$ cat src/rtl/cdb_pkg.sv
// cdb_pkg
//   Shared definitions for the common data bus (CDB). Issue buffers and the
//   CDB arbiter both import this package so that lane count, tag width and
//   data width always agree between the producer and receiver sides.
//
//   Contents:
//     TAG_W, DATA_W, NUM_LANES : bus geometry constants
//     cdb_tag_t, cdb_data_t    : convenience types for a single lane's payload
//     lane_lsb()               : bit offset of lane/source k in a packed vector
package cdb_pkg;

   localparam int TAG_W     = 6;
   localparam int DATA_W    = 64;
   localparam int NUM_LANES = 4;

   typedef logic [TAG_W-1:0]  cdb_tag_t;
   typedef logic [DATA_W-1:0] cdb_data_t;

   // Lane k (or source k) of a packed bus occupies [w*(k+1)-1 : w*k].
   function automatic int lane_lsb(input int k, input int w);
      return k * w;
   endfunction

endpackage

$ cat src/rtl/cdb_rr_picker.sv
// cdb_rr_picker
//   Purely combinational round-robin picker for the CDB arbiter. Starting at
//   rr_ptr it walks the sources in circular order and hands the first
//   NUM_LANES held sources to lanes 0, 1, 2, ... in the order found.
//
//   Ports:
//     held     : per-source "result waiting" flags (registered in the top)
//     rr_ptr   : source index where this cycle's scan begins
//     lane_sel : per-lane one-hot select of the granted source (0 if unused)
//     lane_vld : lane carries a granted source this cycle
//     rr_next  : one past the last granted source, or rr_ptr if no grant
module cdb_rr_picker #(
   parameter int NUM_SRC   = 6,
   parameter int NUM_LANES = 4,
   parameter int PTR_W     = 3
) (
   input  logic [NUM_SRC-1:0]                  held,
   input  logic [PTR_W-1:0]                    rr_ptr,
   output logic [NUM_LANES-1:0][NUM_SRC-1:0]   lane_sel,
   output logic [NUM_LANES-1:0]                lane_vld,
   output logic [PTR_W-1:0]                    rr_next
);

   import cdb_pkg::*;

   localparam int LANE_CW = $clog2(NUM_LANES + 1);

   logic [PTR_W:0]     pos;
   logic [PTR_W-1:0]   idx;
   logic [LANE_CW-1:0] taken;

   // Circular scan from rr_ptr. pos is one bit wider than the pointer so the
   // sum rr_ptr+offset never overflows before the modulo fold-back. The
   // running 'taken' count decides which lane the next hit lands in, which
   // keeps lanes densely packed from lane 0 upward.
   always_comb begin
      lane_sel = '0;
      lane_vld = '0;
      rr_next  = rr_ptr;
      taken    = '0;
      pos      = '0;
      idx      = '0;
      for (int o = 0; o < NUM_SRC; o++) begin
         pos = {1'b0, rr_ptr} + (PTR_W+1)'(o);
         if (pos >= (PTR_W+1)'(NUM_SRC)) begin
            pos = pos - (PTR_W+1)'(NUM_SRC);
         end
         idx = pos[PTR_W-1:0];
         if (held[idx] && (taken < LANE_CW'(NUM_LANES))) begin
            for (int k = 0; k < NUM_LANES; k++) begin
               if (taken == LANE_CW'(k)) begin
                  lane_sel[k][idx] = 1'b1;
                  lane_vld[k]      = 1'b1;
               end
            end
            rr_next = (idx == PTR_W'(NUM_SRC - 1)) ? '0 : idx + PTR_W'(1);
            taken   = taken + LANE_CW'(1);
         end
      end
   end

endmodule

$ cat src/rtl/cdb_arbiter.sv
// cdb_arbiter
//   Shares the NUM_LANES-wide common data bus among NUM_SRC result producers.
//   Each producer parks one result in a private holding slot via valid/ready;
//   every cycle up to NUM_LANES held results are granted round-robin and
//   driven, registered, onto the bus lanes that all issue buffers snoop.
//
//   Ports:
//     clk, rst   : clock, synchronous active-high reset
//     kill       : pipeline flush, drops held and in-flight results
//     src_valid  : producer i offers a result
//     src_tag    : packed producer tags (source i at lane_lsb(i, TAG_W))
//     src_data   : packed producer data (same packing)
//     src_ready  : slot i can accept this cycle
//     bus_en     : lane valid
//     bus_tag    : packed lane tags (lane k at lane_lsb(k, TAG_W))
//     bus_data   : packed lane data (same packing)
//     pend_cnt   : number of occupied holding slots
//     nmi        : duplicate-tag fault flag (renaming error indicator)
module cdb_arbiter #(
   parameter int NUM_SRC   = 6,
   parameter int NUM_LANES = cdb_pkg::NUM_LANES,
   parameter int TAG_W     = cdb_pkg::TAG_W,
   parameter int DATA_W    = cdb_pkg::DATA_W
) (
   input  logic                          clk,
   input  logic                          rst,
   input  logic                          kill,
   input  logic [NUM_SRC-1:0]            src_valid,
   input  logic [NUM_SRC*TAG_W-1:0]      src_tag,
   input  logic [NUM_SRC*DATA_W-1:0]     src_data,
   output logic [NUM_SRC-1:0]            src_ready,
   output logic [NUM_LANES-1:0]          bus_en,
   output logic [NUM_LANES*TAG_W-1:0]    bus_tag,
   output logic [NUM_LANES*DATA_W-1:0]   bus_data,
   output logic [$clog2(NUM_SRC+1)-1:0]  pend_cnt,
   output logic                          nmi
);

   import cdb_pkg::*;

   localparam int PTR_W = (NUM_SRC > 1) ? $clog2(NUM_SRC) : 1;
   localparam int CNT_W = $clog2(NUM_SRC + 1);

   logic [NUM_SRC-1:0]                 held_q;
   logic [NUM_SRC-1:0]                 held_d;
   logic [NUM_SRC-1:0]                 grant;
   logic [NUM_SRC-1:0]                 accept;
   logic [TAG_W-1:0]                   slot_tag_q  [NUM_SRC];
   logic [DATA_W-1:0]                  slot_data_q [NUM_SRC];
   logic [TAG_W-1:0]                   in_tag      [NUM_SRC];
   logic [DATA_W-1:0]                  in_data     [NUM_SRC];
   logic [PTR_W-1:0]                   rr_ptr_q;
   logic [PTR_W-1:0]                   rr_next;
   logic [NUM_LANES-1:0][NUM_SRC-1:0]  lane_sel;
   logic [NUM_LANES-1:0]               lane_vld;
   logic [TAG_W-1:0]                   lane_tag_d  [NUM_LANES];
   logic [DATA_W-1:0]                  lane_data_d [NUM_LANES];
   logic [TAG_W-1:0]                   bus_tag_q   [NUM_LANES];
   logic [DATA_W-1:0]                  bus_data_q  [NUM_LANES];
   logic [CNT_W-1:0]                   pend_d;
   logic                               nmi_d;

   // Unpack the producer buses and repack the lane registers so the rest of
   // the design can work on plain per-source / per-lane arrays.
   for (genvar i = 0; i < NUM_SRC; i++) begin : g_src_unpack
      assign in_tag[i]  = src_tag[lane_lsb(i, TAG_W) +: TAG_W];
      assign in_data[i] = src_data[lane_lsb(i, DATA_W) +: DATA_W];
   end

   for (genvar k = 0; k < NUM_LANES; k++) begin : g_lane_pack
      assign bus_tag[lane_lsb(k, TAG_W) +: TAG_W]    = bus_tag_q[k];
      assign bus_data[lane_lsb(k, DATA_W) +: DATA_W] = bus_data_q[k];
   end

   cdb_rr_picker #(
      .NUM_SRC   (NUM_SRC),
      .NUM_LANES (NUM_LANES),
      .PTR_W     (PTR_W)
   ) u_picker (
      .held     (held_q),
      .rr_ptr   (rr_ptr_q),
      .lane_sel (lane_sel),
      .lane_vld (lane_vld),
      .rr_next  (rr_next)
   );

   // A source is granted if any lane selected it. Grants depend only on
   // registered state, so src_ready never sees src_valid combinationally.
   always_comb begin
      grant = '0;
      for (int k = 0; k < NUM_LANES; k++) begin
         grant = grant | lane_sel[k];
      end
   end

   // A slot can take a new result when it is empty or being drained onto
   // the bus this cycle; a refill of a granted slot wins over the clear.
   // During kill nothing is accepted because everything is being dropped.
   assign src_ready = {NUM_SRC{~kill}} & (~held_q | grant);
   assign accept    = src_valid & src_ready;
   assign held_d    = (held_q & ~grant) | accept;

   // Route each granted slot's payload to its lane. Unused lanes carry zeros
   // so a receiver never sees stale tags even if it ignores bus_en.
   always_comb begin
      for (int k = 0; k < NUM_LANES; k++) begin
         lane_tag_d[k]  = '0;
         lane_data_d[k] = '0;
         for (int i = 0; i < NUM_SRC; i++) begin
            if (lane_sel[k][i]) begin
               lane_tag_d[k]  = slot_tag_q[i];
               lane_data_d[k] = slot_data_q[i];
            end
         end
      end
   end

   // Occupancy after this edge, registered so pend_cnt is glitch-free.
   always_comb begin
      pend_d = '0;
      for (int i = 0; i < NUM_SRC; i++) begin
         pend_d = pend_d + CNT_W'(held_d[i]);
      end
   end

   // Fault detection: two live lanes with the same tag, or a new result
   // whose tag matches a slot that stays parked. Either means two in-flight
   // producers think they own the same physical register. Results are still
   // forwarded; nmi is only a flag.
   always_comb begin
      nmi_d = 1'b0;
      for (int j = 0; j < NUM_LANES; j++) begin
         for (int k = j + 1; k < NUM_LANES; k++) begin
            if (lane_vld[j] && lane_vld[k] && (lane_tag_d[j] == lane_tag_d[k])) begin
               nmi_d = 1'b1;
            end
         end
      end
      for (int i = 0; i < NUM_SRC; i++) begin
         for (int m = 0; m < NUM_SRC; m++) begin
            if (accept[i] && held_q[m] && !grant[m] && (slot_tag_q[m] == in_tag[i])) begin
               nmi_d = 1'b1;
            end
         end
      end
   end

   // Holding-slot occupancy. Reset and kill both empty every slot.
   always_ff @(posedge clk) begin
      if (rst || kill) begin
         held_q <= '0;
      end else begin
         held_q <= held_d;
      end
   end

   // Slot payload is only meaningful while held_q is set, so it needs no
   // reset; it simply captures whatever is accepted.
   always_ff @(posedge clk) begin
      for (int i = 0; i < NUM_SRC; i++) begin
         if (accept[i]) begin
            slot_tag_q[i]  <= in_tag[i];
            slot_data_q[i] <= in_data[i];
         end
      end
   end

   // Round-robin pointer. A flush keeps the pointer so fairness survives
   // across a pipeline kill.
   always_ff @(posedge clk) begin
      if (rst) begin
         rr_ptr_q <= '0;
      end else if (!kill) begin
         rr_ptr_q <= rr_next;
      end
   end

   // Bus stage: every lane reloads every cycle, so a result is on the bus
   // for exactly one cycle.
   always_ff @(posedge clk) begin
      if (rst || kill) begin
         bus_en <= '0;
         for (int k = 0; k < NUM_LANES; k++) begin
            bus_tag_q[k]  <= '0;
            bus_data_q[k] <= '0;
         end
      end else begin
         bus_en <= lane_vld;
         for (int k = 0; k < NUM_LANES; k++) begin
            bus_tag_q[k]  <= lane_tag_d[k];
            bus_data_q[k] <= lane_data_d[k];
         end
      end
   end

   // Status outputs: occupancy count and the one-cycle fault pulse.
   always_ff @(posedge clk) begin
      if (rst || kill) begin
         pend_cnt <= '0;
         nmi      <= 1'b0;
      end else begin
         pend_cnt <= pend_d;
         nmi      <= nmi_d;
      end
   end

endmodule

$ cat config.mk
export PLATFORM = sky130hd
export DESIGN_NAME = cdb_arbiter
export DESIGN_NICKNAME = d
export VERILOG_FILES = /design/src/rtl/cdb_pkg.sv /design/src/rtl/cdb_rr_picker.sv /design/src/rtl/cdb_arbiter.sv
export SDC_FILE = /design/constraint.sdc
export NUM_CORES = 1
export LEC_CHECK = 0
export CAP_MARGIN = 20
export CORE_AREA = 2 2 394 396
export DETAILED_ROUTE_END_ITERATION = 10
export DIE_AREA = 0 0 396 398
export PLACE_DENSITY = 0.54
export SYNTH_ARGS = -nofsm -noshare
export SYNTH_HDL_FRONTEND = slang
export SYNTH_SLANG_ARGS = --single-unit
$ cat constraint.sdc
create_clock -name clk -period 17.3 [get_ports clk]
set_input_delay 1.73 -clock clk [delete_from_list [all_inputs] [get_ports clk]]
set_output_delay 1.73 -clock clk [all_outputs]
set_load 0.02 [all_outputs]
# Word level (Yosys, flattened, before mapping)
# Memory sizes are Yosys's and may differ from the RTL's.
# Cells that the tools add are included.
# totals
memories	4
regBits	17
in_bits	429
out_inout_bits	294
ramBits	700
elab_cells	514
# mem_list
memory	words	word_bits	read_ports	rd_ports_with_merged_regs	write_ports	line	source
slot_data_q	6	64	6	0	6	cdb_arbiter.sv:49	logic [DATA_W-1:0] slot_data_q [NUM_SRC];
bus_data_q	4	64	4	0	4	cdb_arbiter.sv:59	logic [DATA_W-1:0] bus_data_q [NUM_LANES];
slot_tag_q	6	6	6	0	6	cdb_arbiter.sv:48	logic [TAG_W-1:0] slot_tag_q [NUM_SRC];
bus_tag_q	4	6	4	0	4	cdb_arbiter.sv:58	logic [TAG_W-1:0] bus_tag_q [NUM_LANES];
# op_classes
n_reduce_logical	145
bitwise_logic	36
magnitude_cmp	23
addsub	26
muxes	212
n_eq_ne	63
# ops
cell	count
$mux 64	28
$mux 6	49
$eq 6x6->1	42
$or 6x6->6	22
$logic_and 1x1->1	131
$mux 24	5
$mux 1	91
$mux 3	22
$add 3x1->3 const B	10
$eq 3x2->1 const B	10
$lt 3x4->1 const B	6
$ge 4x3->1 const B	5
$mux 4	5
$and 6x6->6	3
$bmux 1 s3	6
$demux 1 s3	6
$eq 3x3->1 const B	6
$ge 3x1->1 const B	6
$sub 3x3->3 const B	6
$eq 3x1->1 const B	5
$logic_not 3->1	5
$lt 3x3->1 const B	5
$not 6->6	2
$add 3x1->3	3
12 further kinds	26

# Depth between registers and ports, before layout
# Gate-level depths: netlist of the first run.
# logic_depth
depth_word	72
mapped_depth	39
mapped_depth_nobuf	32

# Hierarchy
# From an unflattened synthesis of the first run, not the netlist that was laid out.
# hier_totals
hier_cells	4202
area_unflattened_um2	39026.2
# modules_own_cells
mod	seq_area_each_um2	area_per_inst_um2	n_inst	cells_each
cdb_arbiter	18557.8	36563.8	1	3834
cdb_rr_picker	0.0	2462.4	1	368

# Worst setup path before layout of the first run
# Ideal clock, no wire load.
# synth_path
path_type	flip-flop to flip-flop
from	register rr_ptr_q[0]
to	register pend_cnt[1]
t_arrival_ns	13.521
stages_incl_launch_ff	33
n_path_buf	4
slack_ns	3.664
setup_ns	0.115
cell_sequence	dfxtp_1 buf_4 buf_1 inv_1 clkbuf_1 clkbuf_1 ha_1 nor2b_1 o31ai_1 a21boi_0 nor2_1 clkinv_1 fa_1 ha_1 inv_1 ha_1 and3_1 a21bo_4 nand2_2 inv_1 ha_1 o21ai_0 nor3_1 nor2b_1 nand2_1 o21ai_1 nor3_1 nor3b_1 or2_2 fa_1 ha_1 fa_1 and2_1
# synth_between
elab_cells_between_ends	161
classes_between	20 x add/sub; 23 x order compare; 15 x eq/ne; 61 x mux; 26 x bitwise; 16 x reduce/logical
# synth_rtl
item	line	source
start, declared	cdb_arbiter.sv:52	logic [PTR_W-1:0] rr_ptr_q;
start signal, assigned	cdb_arbiter.sv:174	rr_ptr_q <= rr_next;
branches (longest 21 deep; another with $sub 3x3->3)	-	
$mux 24 (*)	cdb_rr_picker.sv:49	if (held[idx] && (taken < LANE_CW'(NUM_LANES))) begin
$or 6x6->6 (2 in series)	cdb_arbiter.sv:92	grant = grant | lane_sel[k];
$or 6x6->6 (*)	cdb_arbiter.sv:92	
$or 6x6->6 (*)	cdb_arbiter.sv:99	assign src_ready = {NUM_SRC{~kill}} & (~held_q | grant);
$and 6x6->6 (*)	cdb_arbiter.sv:99	
$and 6x6->6 (*)	cdb_arbiter.sv:100	assign accept = src_valid & src_ready;
via accept[5]	cdb_arbiter.sv:47	logic [NUM_SRC-1:0] accept;
$or 6x6->6 (*)	cdb_arbiter.sv:101	assign held_d = (held_q & ~grant) | accept;
via held_d[5]	cdb_arbiter.sv:45	logic [NUM_SRC-1:0] held_d;
$add 3x1->3 (*)	cdb_arbiter.sv:122	pend_d = pend_d + CNT_W'(held_d[i]);
via pend_d[1]	cdb_arbiter.sv:60	logic [CNT_W-1:0] pend_d;
end signal, assigned	cdb_arbiter.sv:202	pend_cnt <= pend_d;
end, declared	cdb_arbiter.sv:35	output logic [$clog2(NUM_SRC+1)-1:0] pend_cnt,
# Mark *: on every way through the listed nets, which the timed path passes. The select of a mux whose other input is x is not followed.
# A chain may end at the register's enable or synchronous reset.

# Final worst setup path of the first run
# layout_path
from	register rr_ptr_q[0]
to	output port src_ready[5]
# layout_between
elab_chain_cells	27
elab_cells_between_ends	152
classes_between	15 x add/sub; 23 x order compare; 15 x eq/ne; 61 x mux; 22 x bitwise; 16 x reduce/logical
# layout_lines
item	line	source
branches (longest 21 deep; another with $sub 3x3->3)	-	
$mux 24 (*)	cdb_rr_picker.sv:49	
$or 6x6->6 (2 in series)	cdb_arbiter.sv:92	
$or 6x6->6 (*)	cdb_arbiter.sv:92	
$or 6x6->6 (*)	cdb_arbiter.sv:99	
$and 6x6->6 (*)	cdb_arbiter.sv:99	
end, declared	cdb_arbiter.sv:31	output logic [NUM_SRC-1:0] src_ready,
# Mark *: on every way between the ends. The select of a mux whose other input is x is not followed.

==> results of run 1 <==
==> logic make-up after synthesis <==
family / Yosys count / share of synthesized area, %
AOI/OAI and AO/OA: 1307 / 24.1
xor gates and xnor gates: 226 / 5.18
adders and majority gates: 25 / 0.897
buffers and inverters: 474 / 4.85
DFF: 717 / 48.6
muxes: 12 / 0.360
and+or+nand+nor: 1417 / 16.1
==> critical path, delay by kind of cell, from the launching register on <==
kind	cells	cell delay [ns]
AO/OA/AOI/OAI	4	1.77
flip-flops	1	0.31
buffers and inverters	5	2.40
adder cells (fa/ha/maj)	5	2.10
AND/OR/NAND/NOR	8	2.72
==> metal layers <==
metal	vias to the layer above	GRT usage, %	wire length [um]
met5	-	0	246
met4	40	9.53	8180
met3	436	7.43	23000
met2	2665	38.7	91400
met1	18600	34.4	87400
li1	16500	-	-
==> layout make-up <==
| cell class | count | area [um2] |
|---|---|---|
| Timing Repair Buffer | 791 | 7790 |
| Sequential cell | 717 | 18600 |
| Multi-Input combinational cell | 2987 | 18000 |
| Tap cell | 2044 | 2560 |
| Clock buffer | 118 | 2470 |
| Clock inverter | 46 | 462 |
| Antenna cell | 22 | 55.1 |
| Inverter | 41 | 159 |
| Fill cell | 15700 | 103000 |
==> flip-flops by register name, indices dropped and copies added, names as in the netlist <==
| name | cells |
|---|---|
| slot_data_q | 384 |
| bus_data_q | 256 |
| slot_tag_q | 36 |
| bus_tag_q | 24 |
| held_q | 6 |
| bus_en | 4 |
| pend_cnt | 3 |
| rr_ptr_q | 3 |
| nmi | 1 |
==> placed cells by master, fill, tap and decap left out, types with 21 or more instances in the layout <==
cell             netlist  final
a221oi_1             203    203
ha_1                  21     21
nand2_1              151    151
dfxtp_1              297    297
edfxtp_1             420    420
buf_4                  2     65
a21oi_1              495    494
xor2_1               119    119
nand4_1               36     36
xnor2_1              107    107
a22oi_1               71     71
nor4_1                36     36
o21ai_0               22     22
nor2_1               854    852
clkbuf_16              0     90
inv_1                 39     37
nor3_1               225    224
a211oi_1             269    268
clkdlybuf4s50_1        0    722
o311a_1               71     70
diode_2                0     22
==> power by group <==
| group | internal [mW] | leakage, nW | switching, mW |
|---|---|---|---|
| clock network | 1.05 | 1.44 | 0.827 |
| logic | 1.71 | 8.80 | 3.55 |
| registers | 2.00 | 6.33 | 0.140 |
| total | 4.76 | 16.6 | 4.52 |
==> cells in the mapped netlist, drive strengths merged, types with 71 or more instances <==
master,count
xnor2,107
a211oi,270
o311a,71
nor3,227
xor2,119
nor2,854
edfxtp,420
nand2,152
a22oi,71
a221oi,203
clkbuf,326
dfxtp,297
buf,107
a21oi,501
==> worst paths after layout <==
check,startpoint,end,slack (ns),cells after the start
max,rr_ptr_q[0],src_ready[5],5.55,22
min,slot_data_q[5][36],bus_data_q[3][36],0.57,2
max reg2reg,rr_ptr_q[0],pend_cnt[1],6.29,27
min reg2reg,slot_data_q[5][36],bus_data_q[3][36],0.57,2
==> summary.txt, run 1 <==
Yosys
  • Sequential cell area fraction in the yosys report: 48.6%
  • Synthesized area: 38200 um2
  • Largest cells by area after synthesis: edfxtp_1, dfxtp_1, nor2_1
  • Synth warn: 0
  • Share of the synthesized area in the top cell type: 33.0%
  • Synth area leader: edfxtp_1
  • Cells after Synth: 4178
  • Mean post-synth cell area: between 9 and 10 um2
  • Main synth FF type: edfxtp_1
  • Syn nets: around 4600
  • Post-synth EDFFs: 420
  • Ys async rst share: 0%
  • Number of synthesized register bits: 717
  • Unique cell type count in the Yosys netlist: 93

Route
  • Detail Route Antenna Nets: 0
  • Via count: 38200
  • Mean routed wirelength per cell: around 31 um
  • Wirelength, routed: 210000 um
  • DRT Pass-1 Iters: 7
  • DR iter-0 viols: approximately 5800
  • Via/cell ratio: 5.65
  • DR DRC count: 0

GRT
  • First-pass GRT wire length: 289000 um
  • Largest net degree at the start of global routing: roughly 140
  • Antenna violations before repair: 48
  • Vias in the first global route: 36400
  • Gr usage total: between 20% and 30%
  • Global route overflow: 0

Timing
  • Final Critical Period: 11.75 ns
  • Final Hold Viols: 0
  • Slew HR: 21.4%
  • Peak Freq: 85.1 MHz
  • Final WS setup: 5.55 ns
  • RSZ-0062 raised after global routing: no
  • WHS: about 0.57 ns
  • Crit share post-route: 67.9%
  • Slew Limit Fails: 0
  • TNS Setup: 0 ns
  • Final setup viols: 0
  • Layout Skew: 0.0515 ns
  • Worst-Margin Slew: 1.18 ns

Clock network
  • CTS buffer count: 87
  • Number of clock sinks: 717
  • CTS Hold Bufs: 0
  • H-tree Lvls: 3
  • CTS root buffer: clkbuf_16
  • Postcts setup bufs: 0
  • CTS tree: yes
  • Reg clk slew, reported paths: 0.06 ns
  • Resized cells post-CTS: 0
  • Longest Clk Path Bufs: 3
  • Clk Latency, worst-skew pair: 0.73 ns

Floorplan
  • Die area: 158000 um2
  • Std cell rows: between 100 and 150
  • Initial Util: between 20% and 30%
  • Die height: 398 um
  • Die Wd: 396 um
  • # IOs: roughly 720
  • Core ar.: 153000 um2

Setup path
  • CP Capture Type: output pin
  • Critical Path AT: 10.02 ns
  • CP dominant cell by count: ha_1
  • Crit path kind: flip-flop to output pin
  • Critical Path RT: about 16 ns
  • Critical Path Source Type: flip-flop
  • Crit-path cells: buf_4 > inv_1 > ha_1 > nor2b_1 > o31ai_1 > a21boi_0 > nor2_1 > clkinv_1 > fa_1 > ha_1 > nor3_1 > nor2_1 > ha_1 > ha_1 > o21ai_0 > nor3_1 > nor2b_1 > a31o_4 > nor3_2 > buf_4 > nor2_1 > clkdlybuf4s50_1
  • Worst Path Max Fanout: 48
  • Biggest cell delay along the critical path: 0.79 ns
  • Critical path's slowest cell: fa_1

Final layout
  • Non-Filler Instances: 6766
  • Final Util: 32.7%
  • Area grow syn2layout: 31.1%
  • Fin area: 50100 um2
  • Total Nets Final: slightly above 5000
  • Layout cells sized above 1: between 6 and 7%

Power and ir drop
  • Power per cell area: roughly 190 nW/um2
  • Peak VDD IR: around 0.00016 V
  • Pleak: 16.6 nW
  • Overall Power: 9.28 mW

Placement
  • Placed inst area: 47100 um2
  • IO buf count: 722
  • Setup WS pre-CTS: 6.52 ns
  • Inst Count DP: approximately 6600
  • GPL Wtd Cong: ~0.97
  • Final HPWL from detailed placement: 148000 um

Outcome
  • Outcome: finished clean

Job
  • Max-Cap Viols: 0

Hold path
  • Hold Crit Class: flip-flop to flip-flop
(Power assumes the default switching activity.)
==> run 2: changes to the inputs <==
==> constraint.sdc (replaced) <==
create_clock -name clk -period 12.3 [get_ports clk]
set_input_delay 1.23 -clock clk [delete_from_list [all_inputs] [get_ports clk]]
set_output_delay 1.23 -clock clk [all_outputs]
set_load 0.02 [all_outputs]
==> run 2 against run 1 <==
  * Routed wire length fell by 0.42%
  * Die area did not move
  * Setup slack got worse by 3.9 ns
  * Total power rose by 41%
  * Cell area rose by 0.58%
  * Via count fell by 1.6%
  * Sequential share of layout area fell by 0.21 points
  * Global-route usage barely moved
  * Register-to-register slack got worse by 4.2 ns
  * Highest routed layer unchanged
==> summary.txt, run 2 (synthesis results as in run 1) <==
Clock network
  • CTS tree: yes
  • H-tree Lvls: 3
  • Longest Clk Path Bufs: 3
  • CTS buffer count: 88
  • CTS Hold Bufs: 0
  • Reg clk slew, reported paths: 0.06 ns
  • Postcts setup bufs: 0
  • Resized cells post-CTS: 0
  • CTS root buffer: clkbuf_16
  • Clk Latency, worst-skew pair: 0.73 ns
  • Number of clock sinks: 717

Setup path
  • Biggest cell delay along the critical path: 0.83 ns
  • Critical Path RT: between 10 and 15 ns
  • Worst path bufs/invs: 6
  • CP dominant cell by count: ha_1
  • R2R depth: 29
  • Critical Path AT: 9.44 ns
  • Worst Path Max Fanout: 48
  • Cell family with most CP delay: compound AO/OA/AOI/OAI gates
  • Crit path kind: flip-flop to output pin
  • Critical Path Source Type: flip-flop
  • CP Capture Type: output pin
  • Number of cells on the critical path: 26
  • Critical path's slowest cell: o21ai_4

Floorplan
  • Core ar.: approximately 150000 um2
  • # IOs: a little over 700
  • Die Wd: between 300 and 400 um
  • Initial Util: 24.9%
  • Die height: 398 um
  • Std cell rows: 144
  • Die area: 158000 um2

GRT
  • Vias in the first global route: 36400
  • First-pass GRT wire length: 288000 um
  • Gr usage total: 25.5%
  • Global route overflow: 0
  • Largest net degree at the start of global routing: 167
  • Antenna violations before repair: 56

Timing
  • Crit share post-route: 86.8%
  • Final setup viols: 0
  • Final Critical Period: 10.67 ns
  • Slew HR: between 10% and 20%
  • Slew Limit Fails: 0
  • Worst-Margin Slew: ~1.3 ns
  • TNS Setup: 0 ns
  • Peak Freq: roughly 94 MHz
  • Final Hold Viols: 0
  • Layout Skew: between 0.05 and 0.06 ns
  • RSZ-0062 raised after global routing: no
  • Final WS setup: roughly 1.6 ns

Final layout
  • Biggest regs: slot_data_q: 384 flops, bus_data_q: 256 flops, slot_tag_q: 36 flops
  • Commonest non-fill, non-tap cell in the layout: nor2_1
  • Fin area: 50400 um2
  • Most frequent cells in the layout: nor2_1, clkdlybuf4s50_1, a21oi_1, edfxtp_1, dfxtp_1
  • Largest register FFs: 384
  • Total Nets Final: 5086
  • Final Util: 32.9%
  • Area grow syn2layout: 31.9%
  • Layout cells sized above 1: under 10%
  • Reg with most FFs: slot_data_q

Route
  • DRT Pass-1 Iters: 6
  • M1 WL: 85200 um
  • Via count: 37600
  • Routed met3 length: approximately 23000 um
  • Detail Route met2 WL: 93000 um
  • Max Used Layer: met5
  • DR DRC count: 0
  • Via/cell ratio: 5.55
  • Mean routed wirelength per cell: 30.9 um
  • Wirelength, routed: 209000 um
  • Detail Route Antenna Nets: 0
  • DR iter-0 viols: 4861

Power and ir drop
  • Power per cell area: 259 nW/um2
  • Overall Power: 13.1 mW
  • Pleak: 16.7 nW
  • Peak VDD IR: 0.000261 V

Job
  • Max-Cap Viols: 0

Hold path
  • Hold Crit Class: flip-flop to flip-flop
  • Worst Hold Depth: 2

Placement
  • Setup WS pre-CTS: 2.18 ns
  • Final HPWL from detailed placement: 147000 um
  • GPL Wtd Cong: 0.982
  • IO buf count: just over 700
  • Placed inst area: about 47000 um2

Outcome
  • Outcome: finished clean
==> run 2: path summary, 6_finish.rpt <==
| check | from | endpoint | slack, ns |
|---|---|---|---|
| worst max-delay path | rr_ptr_q[0] | src_ready[5] | 1.63 |
| worst min-delay path | slot_data_q[5][21] | bus_data_q[2][21] | 0.57 |
| worst max register to register | rr_ptr_q[0] | pend_cnt[1] | 2.09 |
| worst min register to register | slot_data_q[5][21] | bus_data_q[2][21] | 0.57 |
==> run 2: through the flow <==
step,std cells,hold slack [ns]
after floorplan,4178,0.527
after global placement,6584,0.553
after detailed placement,6586,0.551
after CTS,6752,0.561
after global routing,6765,0.596
final,6775,0.565
==> run 2: worst register-to-register path, delay by kind of cell, from the launching register on <==
family | cells | cell delay (ns)
adders and majority gates | 7 | 2.87
DFF | 1 | 0.30
buffers and inverters | 6 | 1.50
AOI/OAI and AO/OA | 9 | 2.74
and+or+nand+nor | 6 | 2.10
xor gates and xnor gates | 1 | 0.59
==> run 2: per-layer routing <==
layer	up-vias	track usage, %
met5	-	0
met4	62	9.63
met3	447	8.38
met2	2256	39.7
met1	18300	32.8
li1	16500	-
==> run 2: report_power, final <==
part	internal [mW]	switching, mW	total (mW)
logic	2.39	4.82	7.21
registers	2.81	0.210	3.02
clock network	1.65	1.17	2.82
==> run 2: cell type report <==
| type | count | area (um2) |
|---|---|---|
| Clock inverter | 37 | 464 |
| Sequential cell | 717 | 18600 |
| Timing Repair Buffer | 797 | 7820 |
| Antenna cell | 23 | 57.6 |
| Clock buffer | 129 | 2730 |
| Inverter | 41 | 158 |
| Fill cell | 15700 | 103000 |
| Multi-Input combinational cell | 2987 | 18000 |
| Tap cell | 2044 | 2560 |
